**src/rtl/bp_pkg.sv**
```systemverilog
// Shared types and helpers for the branch target buffer.
//   bp_entry_t        : one BTB entry (valid, tag, target, direction counter)
//   CTR_WEAK_T/_NT    : weakly-taken / weakly-not-taken counter encodings
//   bp_index / bp_tag : PC field extraction for a given IDX_W / TAG_W
// Entry fields are sized for the largest supported configuration
// (XLEN <= 64, TAG_W <= 32, CTR_W <= 8). Narrower configurations keep the
// unused upper bits at zero, so full-width compares stay correct.
package bp_pkg;

  localparam int BP_MAX_XLEN  = 64;
  localparam int BP_MAX_TAG_W = 32;
  localparam int BP_MAX_CTR_W = 8;

  typedef struct packed {
    logic                    valid;
    logic [BP_MAX_TAG_W-1:0] tag;
    logic [BP_MAX_XLEN-1:0]  target;
    logic [BP_MAX_CTR_W-1:0] ctr;
  } bp_entry_t;

  // 1 followed by ctr_w-1 zeros
  function automatic logic [BP_MAX_CTR_W-1:0] CTR_WEAK_T(input int ctr_w);
    return BP_MAX_CTR_W'(1) << (ctr_w - 1);
  endfunction

  // 0 followed by ctr_w-1 ones
  function automatic logic [BP_MAX_CTR_W-1:0] CTR_WEAK_NT(input int ctr_w);
    return CTR_WEAK_T(ctr_w) - BP_MAX_CTR_W'(1);
  endfunction

  // pc[idx_w+1:2]
  function automatic logic [31:0] bp_index(input logic [BP_MAX_XLEN-1:0] pc,
                                           input int idx_w);
    logic [BP_MAX_XLEN-1:0] mask;
    mask = (BP_MAX_XLEN'(1) << idx_w) - BP_MAX_XLEN'(1);
    return 32'((pc >> 2) & mask);
  endfunction

  // pc[idx_w+1+tag_w:idx_w+2]
  function automatic logic [BP_MAX_TAG_W-1:0] bp_tag(input logic [BP_MAX_XLEN-1:0] pc,
                                                     input int idx_w,
                                                     input int tag_w);
    logic [BP_MAX_XLEN-1:0] mask;
    mask = (BP_MAX_XLEN'(1) << tag_w) - BP_MAX_XLEN'(1);
    return BP_MAX_TAG_W'((pc >> (idx_w + 2)) & mask);
  endfunction

endpackage

```
**src/rtl/bp_sat_ctr.sv**
```systemverilog
// Combinational saturating up/down counter step.
//   ctr      : current value
//   up       : 1 = increment, 0 = decrement
//   ctr_next : next value, held at all-ones / zero instead of wrapping
module bp_sat_ctr #(
  parameter int W = 2
) (
  input  logic [W-1:0] ctr,
  input  logic         up,
  output logic [W-1:0] ctr_next
);

  always_comb begin
    ctr_next = ctr;
    if (up) begin
      if (ctr != '1) ctr_next = ctr + W'(1);
    end else begin
      if (ctr != '0) ctr_next = ctr - W'(1);
    end
  end

endmodule

```
**src/rtl/branch_predictor.sv**
```systemverilog
// Branch target buffer with saturating direction counters for the IF stage.
//   clk, reset (async, active low)
//   lookup_pc -> pred_taken, pred_target        : same-cycle prediction
//   upd_*     -> mispredict, redirect_pc         : same-cycle resolution from EX
//   invalidate                                   : clear every valid bit
//   hit_count, mispredict_count                  : saturating statistics
// Table writes land on the clock edge, so a lookup and an update of the same
// index in one cycle see the old contents (no bypass).
module branch_predictor
  import bp_pkg::*;
#(
  parameter int XLEN    = 64,
  parameter int ENTRIES = 16,
  parameter int TAG_W   = 8,
  parameter int CTR_W   = 2,
  parameter int STAT_W  = 32
) (
  input  logic              clk,
  input  logic              reset,
  input  logic [XLEN-1:0]   lookup_pc,
  output logic              pred_taken,
  output logic [XLEN-1:0]   pred_target,
  input  logic              upd_valid,
  input  logic [XLEN-1:0]   upd_pc,
  input  logic              upd_taken,
  input  logic [XLEN-1:0]   upd_target,
  input  logic              upd_pred_taken,
  input  logic [XLEN-1:0]   upd_pred_target,
  output logic              mispredict,
  output logic [XLEN-1:0]   redirect_pc,
  input  logic              invalidate,
  output logic [STAT_W-1:0] hit_count,
  output logic [STAT_W-1:0] mispredict_count
);

  localparam int IDX_W = $clog2(ENTRIES);

  bp_entry_t table_q [ENTRIES];

  logic [IDX_W-1:0]        lookup_idx;
  logic [BP_MAX_TAG_W-1:0] lookup_tag;
  logic                    lookup_hit;

  logic [IDX_W-1:0]        upd_idx;
  logic [BP_MAX_TAG_W-1:0] upd_tag;
  bp_entry_t               upd_entry;
  bp_entry_t               upd_entry_next;
  logic                    upd_hit;
  logic                    upd_write;
  logic [CTR_W-1:0]        upd_ctr_next;

  logic [STAT_W-1:0]       hit_count_reg;
  logic [STAT_W-1:0]       hit_count_next;
  logic [STAT_W-1:0]       mispredict_count_reg;
  logic [STAT_W-1:0]       mispredict_count_next;

  // ---------------- lookup ----------------
  assign lookup_idx = IDX_W'(bp_index(BP_MAX_XLEN'(lookup_pc), IDX_W));
  assign lookup_tag = bp_tag(BP_MAX_XLEN'(lookup_pc), IDX_W, TAG_W);

  // Table is held cleared while reset is low, so no explicit reset gating
  // is needed here.
  assign lookup_hit  = table_q[lookup_idx].valid && (table_q[lookup_idx].tag == lookup_tag);
  assign pred_taken  = lookup_hit && table_q[lookup_idx].ctr[CTR_W-1];
  assign pred_target = pred_taken ? table_q[lookup_idx].target[XLEN-1:0]
                                  : lookup_pc + XLEN'(4);

  // ---------------- resolution ----------------
  assign mispredict  = upd_valid &&
                       ((upd_taken != upd_pred_taken) ||
                        (upd_taken && upd_pred_taken && (upd_target != upd_pred_target)));
  assign redirect_pc = upd_taken ? upd_target : upd_pc + XLEN'(4);

  // ---------------- update ----------------
  assign upd_idx   = IDX_W'(bp_index(BP_MAX_XLEN'(upd_pc), IDX_W));
  assign upd_tag   = bp_tag(BP_MAX_XLEN'(upd_pc), IDX_W, TAG_W);
  assign upd_entry = table_q[upd_idx];
  assign upd_hit   = upd_entry.valid && (upd_entry.tag == upd_tag);

  bp_sat_ctr #(.W(CTR_W)) u_dir_ctr (
    .ctr      (upd_entry.ctr[CTR_W-1:0]),
    .up       (upd_taken),
    .ctr_next (upd_ctr_next)
  );

  always_comb begin
    upd_entry_next = upd_entry;
    upd_write      = 1'b0;
    if (upd_valid) begin
      if (upd_hit) begin
        upd_write          = 1'b1;
        upd_entry_next.ctr = BP_MAX_CTR_W'(upd_ctr_next);
        if (upd_taken) upd_entry_next.target = BP_MAX_XLEN'(upd_target);
      end else if (upd_taken) begin
        // Allocate, evicting whatever aliased into this slot.
        upd_write             = 1'b1;
        upd_entry_next.valid  = 1'b1;
        upd_entry_next.tag    = upd_tag;
        upd_entry_next.target = BP_MAX_XLEN'(upd_target);
        upd_entry_next.ctr    = CTR_WEAK_T(CTR_W);
      end
      // Miss, not taken: nothing worth remembering.
    end
  end

  // ---------------- statistics ----------------
  bp_sat_ctr #(.W(STAT_W)) u_hit_stat (
    .ctr      (hit_count_reg),
    .up       (1'b1),
    .ctr_next (hit_count_next)
  );

  bp_sat_ctr #(.W(STAT_W)) u_mp_stat (
    .ctr      (mispredict_count_reg),
    .up       (1'b1),
    .ctr_next (mispredict_count_next)
  );

  assign hit_count        = hit_count_reg;
  assign mispredict_count = mispredict_count_reg;

  // ---------------- state ----------------
  always_ff @(posedge clk or negedge reset) begin
    if (!reset) begin
      for (int i = 0; i < ENTRIES; i++) begin
        table_q[i].valid  <= 1'b0;
        table_q[i].tag    <= '0;
        table_q[i].target <= '0;
        table_q[i].ctr    <= CTR_WEAK_NT(CTR_W);
      end
      hit_count_reg        <= '0;
      mispredict_count_reg <= '0;
    end else begin
      // Invalidate takes priority and drops a coincident update.
      if (invalidate) begin
        for (int i = 0; i < ENTRIES; i++) begin
          table_q[i].valid <= 1'b0;
        end
      end else if (upd_write) begin
        table_q[upd_idx] <= upd_entry_next;
      end
      if (lookup_hit) hit_count_reg        <= hit_count_next;
      if (mispredict) mispredict_count_reg <= mispredict_count_next;
    end
  end

endmodule

```
**config.mk**
```make
export PLATFORM = sky130hd
export DESIGN_NAME = branch_predictor
export DESIGN_NICKNAME = d
export VERILOG_FILES = /design/src/rtl/bp_pkg.sv /design/src/rtl/bp_sat_ctr.sv /design/src/rtl/branch_predictor.sv
export SDC_FILE = /design/constraint.sdc
export NUM_CORES = 2
export LEC_CHECK = 0
export ABC_CLOCK_PERIOD_IN_PS = 3600
export BUFFER_PORTS_ARGS = -buffer_cell sky130_fd_sc_hd__buf_2
export CAP_MARGIN = 20
export CORE_MARGIN = 5
export CORE_UTILIZATION = 46
export CTS_BUF_LIST = sky130_fd_sc_hd__clkbuf_8
export CTS_CLUSTER_DIAMETER = 120
export CTS_CLUSTER_SIZE = 40
export DETAILED_ROUTE_END_ITERATION = 8
export PLACE_DENSITY = 0.74
export RECOVER_POWER = 100
export SETUP_SLACK_MARGIN = 0.15
export SYNTH_ARGS = -nofsm -noshare
export SYNTH_HDL_FRONTEND = slang
export SYNTH_SLANG_ARGS = --single-unit
```
**constraint.sdc**
```tcl
create_clock -name clk -period 3.6 [get_ports clk]
set_input_delay 0.18 -clock clk [delete_from_list [all_inputs] [get_ports clk]]
set_output_delay 0.18 -clock clk [all_outputs]
set_load 0.02 [all_outputs]
```
==> results.yml <==
outcome:
  status: "complete, but fails checks"
  failed_checks: "capacitance limit, slew limit, setup timing"
cts:
  path_clk_slew_ns: 0.24
  cts_tree: "built"
  h-tree-depth: 2
  root_buffer: "clkbuf_8"
  numCtsBuffers: 49
  clockBufferDepth: 3
  numClockSinks: 1648
  clkLatencyLatePin_ns: 0.94
global_route:
  grt_max_degree: 190
  grt_use_met1_pct: 38.8
  grt_pass1_vias: 62900
  grt_pass1_wl_mm: 432
  antenna_found_initial: 37
  met3_usage_pct: 7.10
  grt-busiest-layer: "met2"
  grt_overflow_total: 0
  globalRouteMet2Util_pct: 44.7
  track_usage_pct: 29.3
worst_setup_path:
  worst_setup_path_start_kind: "flip-flop"
  cp_slowest_cell: "mux4_2"
  crit_path_end_kind: "output port"
  cp_cell_sequence: "buf_4 -> mux4_2 -> mux4_2 -> xnor2_2 -> buf_6 -> and4b_1 -> nand4_1 -> a21oi_2 -> buf_6 -> nand2_8 -> buf_12 -> buf_16 -> mux2_4 -> buf_8"
  critPathMaxStageDelay_ns: 0.49
  path_max_fanout: 6
  worstSetupPathType: "flip-flop to output port"
  arrival_ns: 4.36
  critPathRequiredTime_ns: 3.42
synth:
  synth_ff_type: "dfrtp_1"
  yosys-top-cells-area: "dfrtp_1, mux4_2, mux2_2, nor2b_1, xnor2_1"
  synth_top_area_cell: "dfrtp_1"
  syn_inst: 6169
  yosysWarnings: 0
  ys_ff_latch: 1648
  synth-edff-count: 0
  avgSynthCellArea_sq_um: 14.1
  syn-cell-area_sq_mm: 0.0869
  yosysMostFrequentCell: "dfrtp_1"
  synthArstFlopShare_pct: 100
  ys_types: 76
  synth_common_cells: "dfrtp_1, mux2_2, mux4_2"
  synth.yosys.seq_area_share_pct: 47.5
  syn_nets: 6439
  synth_top_area_share_pct: 47.0
die:
  die_h_um: 445
  io_pins: 456
  die_w_um: 445
  core_area_sq_mm: 0.188
  rows: 159
  die_area_sq_mm: 0.198
  start_util_pct: 46.3
place:
  pre_cts_ws_ns: -0.776
  dp.cells: 9353
  portBuffers: 455
  place.gp.congestion: 0.976
  dp_hpwl_mm: 202
timing:
  worst_pin_slew_ns: 2.33
  rsz0062_at_grt: "true"
  slew_headroom_pct: -55.1
  layout_min_cycle_time_ns: 4.54
  hold_violations: 0
  fin_crit_sh_pct: 126
  clock_skew_ns: 0.124
  final_max_slew_viol_count: 542
  setup_viol: 1638
  fmax_mhz: 220
  layout_setup_ws_ns: -0.943
drt:
  vias_per_cell: 6.46
  vias: 62800
  antenna_left: 0
  routedWlPerCell_um: 32.1
  drcViolationCount: 0
  dr.pass1.iters: 5
  drt-total-wl_mm: 312
  drtIter0Drc: 7721
cells_and_area:
  nets: 7460
  largest_reg_flops: 1584
  nFillCells: 14500
  drive_above_1_share_pct: 48.8
  instances_no_fill: 9723
  syn_to_final_growth_pct: 22.4
pwr:
  irDropWorstVdd_mv: 0.303
  leakagePower_uw: 0.0485
  power-per-cell-area_mw_per_mm2: 321
  total_power_uw: 34100
job:
  maxCapViolCount: 6
hold_path:
  hp-class: "input port to flip-flop"
metal layers:
metal	wire length [um]	vias to the layer above
li1	-	25000
met1	116000	33000
met2	138000	3972
met3	34500	843
met4	23000	14
met5	94	-
layout make-up:
type                    count  area [sq um]  area share, %
repair buffers           1481         14900           14.0
inverters                  34           135          0.127
clock buffers              52           716          0.673
well taps                2495          3120           2.94
diodes                     20          50.0         0.0471
flip-flops and latches   1648         41300           38.8
multi-input cells        3976         46000           43.3
clock inverters            17           185          0.174
cell families (layout without fill, tap and decap cells):
| group | after synthesis | in the layout | share of synthesized area (%) |
|---|---|---|---|
| xor gates and xnor gates | 270 | 270 | 2.72 |
| AOI/OAI and AO/OA | 269 | 269 | 2.13 |
| and+or+nand+nor | 1396 | 1396 | 8.64 |
| DFF | 1648 | 1648 | 47.5 |
| other | 0 | 20 | 0 |
| muxes | 2033 | 2033 | 35.8 |
| adders and majority gates | 8 | 8 | 0.115 |
| buffers and inverters | 545 | 1584 | 3.09 |
critical path: cells and delay by family, from the launching register on:
kind | cells | cell delay (ns)
xor+xnor | 1 | 0.20
flops | 1 | 0.45
buf+inv | 6 | 0.91
compound gates | 1 | 0.17
mux | 3 | 1.24
simple gates | 3 | 0.47
path summary, 6_finish.rpt:
path,depth (start not counted),start,slack (ns),to
worst max-delay path,14,table_q[1653]$_DFFE_PN0P_,-0.94,pred_target[8]
worst min-delay path,5,upd_target[27],0.09,table_q[1190]$_DFFE_PN0P_
worst max register to register,16,table_q[194]$_DFFE_PN0P_,-0.65,table_q[1431]$_DFFE_PN0P_
worst min register to register,1,mispredict_count[12]$_DFFE_PN0P_,0.51,mispredict_count[12]$_DFFE_PN0P_
max in group asynchronous,5,reset,0.21,table_q[145]$_DFFE_PN0P_
min in group asynchronous,4,reset,1.82,mispredict_count[1]$_DFFE_PN0P_
power breakdown:
| group | internal [uW] | switching, uW |
|---|---|---|
| clock network | 1460 | 5740 |
| logic | 3320 | 3410 |
| registers | 19500 | 724 |
| total | 24200 | 9880 |
metrics by stage:
stage	hold slack (ns)	setup TNS, ns	util [%]	cell area [sq um]
after floorplan	-0.116	-8.60	-	88500
after global placement	0.114	-988.61	52.8	99100
after detailed placement	0.105	-1030.90	52.8	99100
after CTS	0.00925	-792.30	54.8	103000
after global routing	0.0303	-933.01	56.6	106000
final	0.0908	-806.60	56.6	106000
what timing repair did:
item / 4_1_cts / 5_1_grt
resized for setup: 220 / 392
setup buffers: 66 / 86
cloned: 31 / 52
hold buffers: 43 / 1
endpoints found under the setup margin: 1705 / 1730
hold endpoints to repair: 2031 / 1
pin swaps: 16 / 22
cell usage in the layout, fill, tap and decap left out, types with 45 or more instances in the layout:
master / synthesis / final
nor2_1: 156 / 152
clkbuf_16: 0 / 51
o21ai_0: 84 / 78
nor3_1: 77 / 72
nor4_1: 88 / 80
and3_1: 46 / 46
buf_2: 122 / 335
nor2b_1: 371 / 361
nand4_1: 65 / 65
buf_4: 28 / 608
buf_6: 51 / 87
nand3_1: 118 / 116
xnor2_1: 188 / 187
buf_16: 0 / 52
mux2_2: 1246 / 547
dfrtp_1: 1632 / 1632
mux4_2: 735 / 735
mux2i_1: 52 / 45
nand2_1: 362 / 360
mux2_4: 0 / 699
buf_12: 0 / 191
clkbuf_1: 256 / 77
clkbuf_8: 0 / 53
xor2_1: 82 / 81
Note: power is estimated with default switching activity, not from simulation.
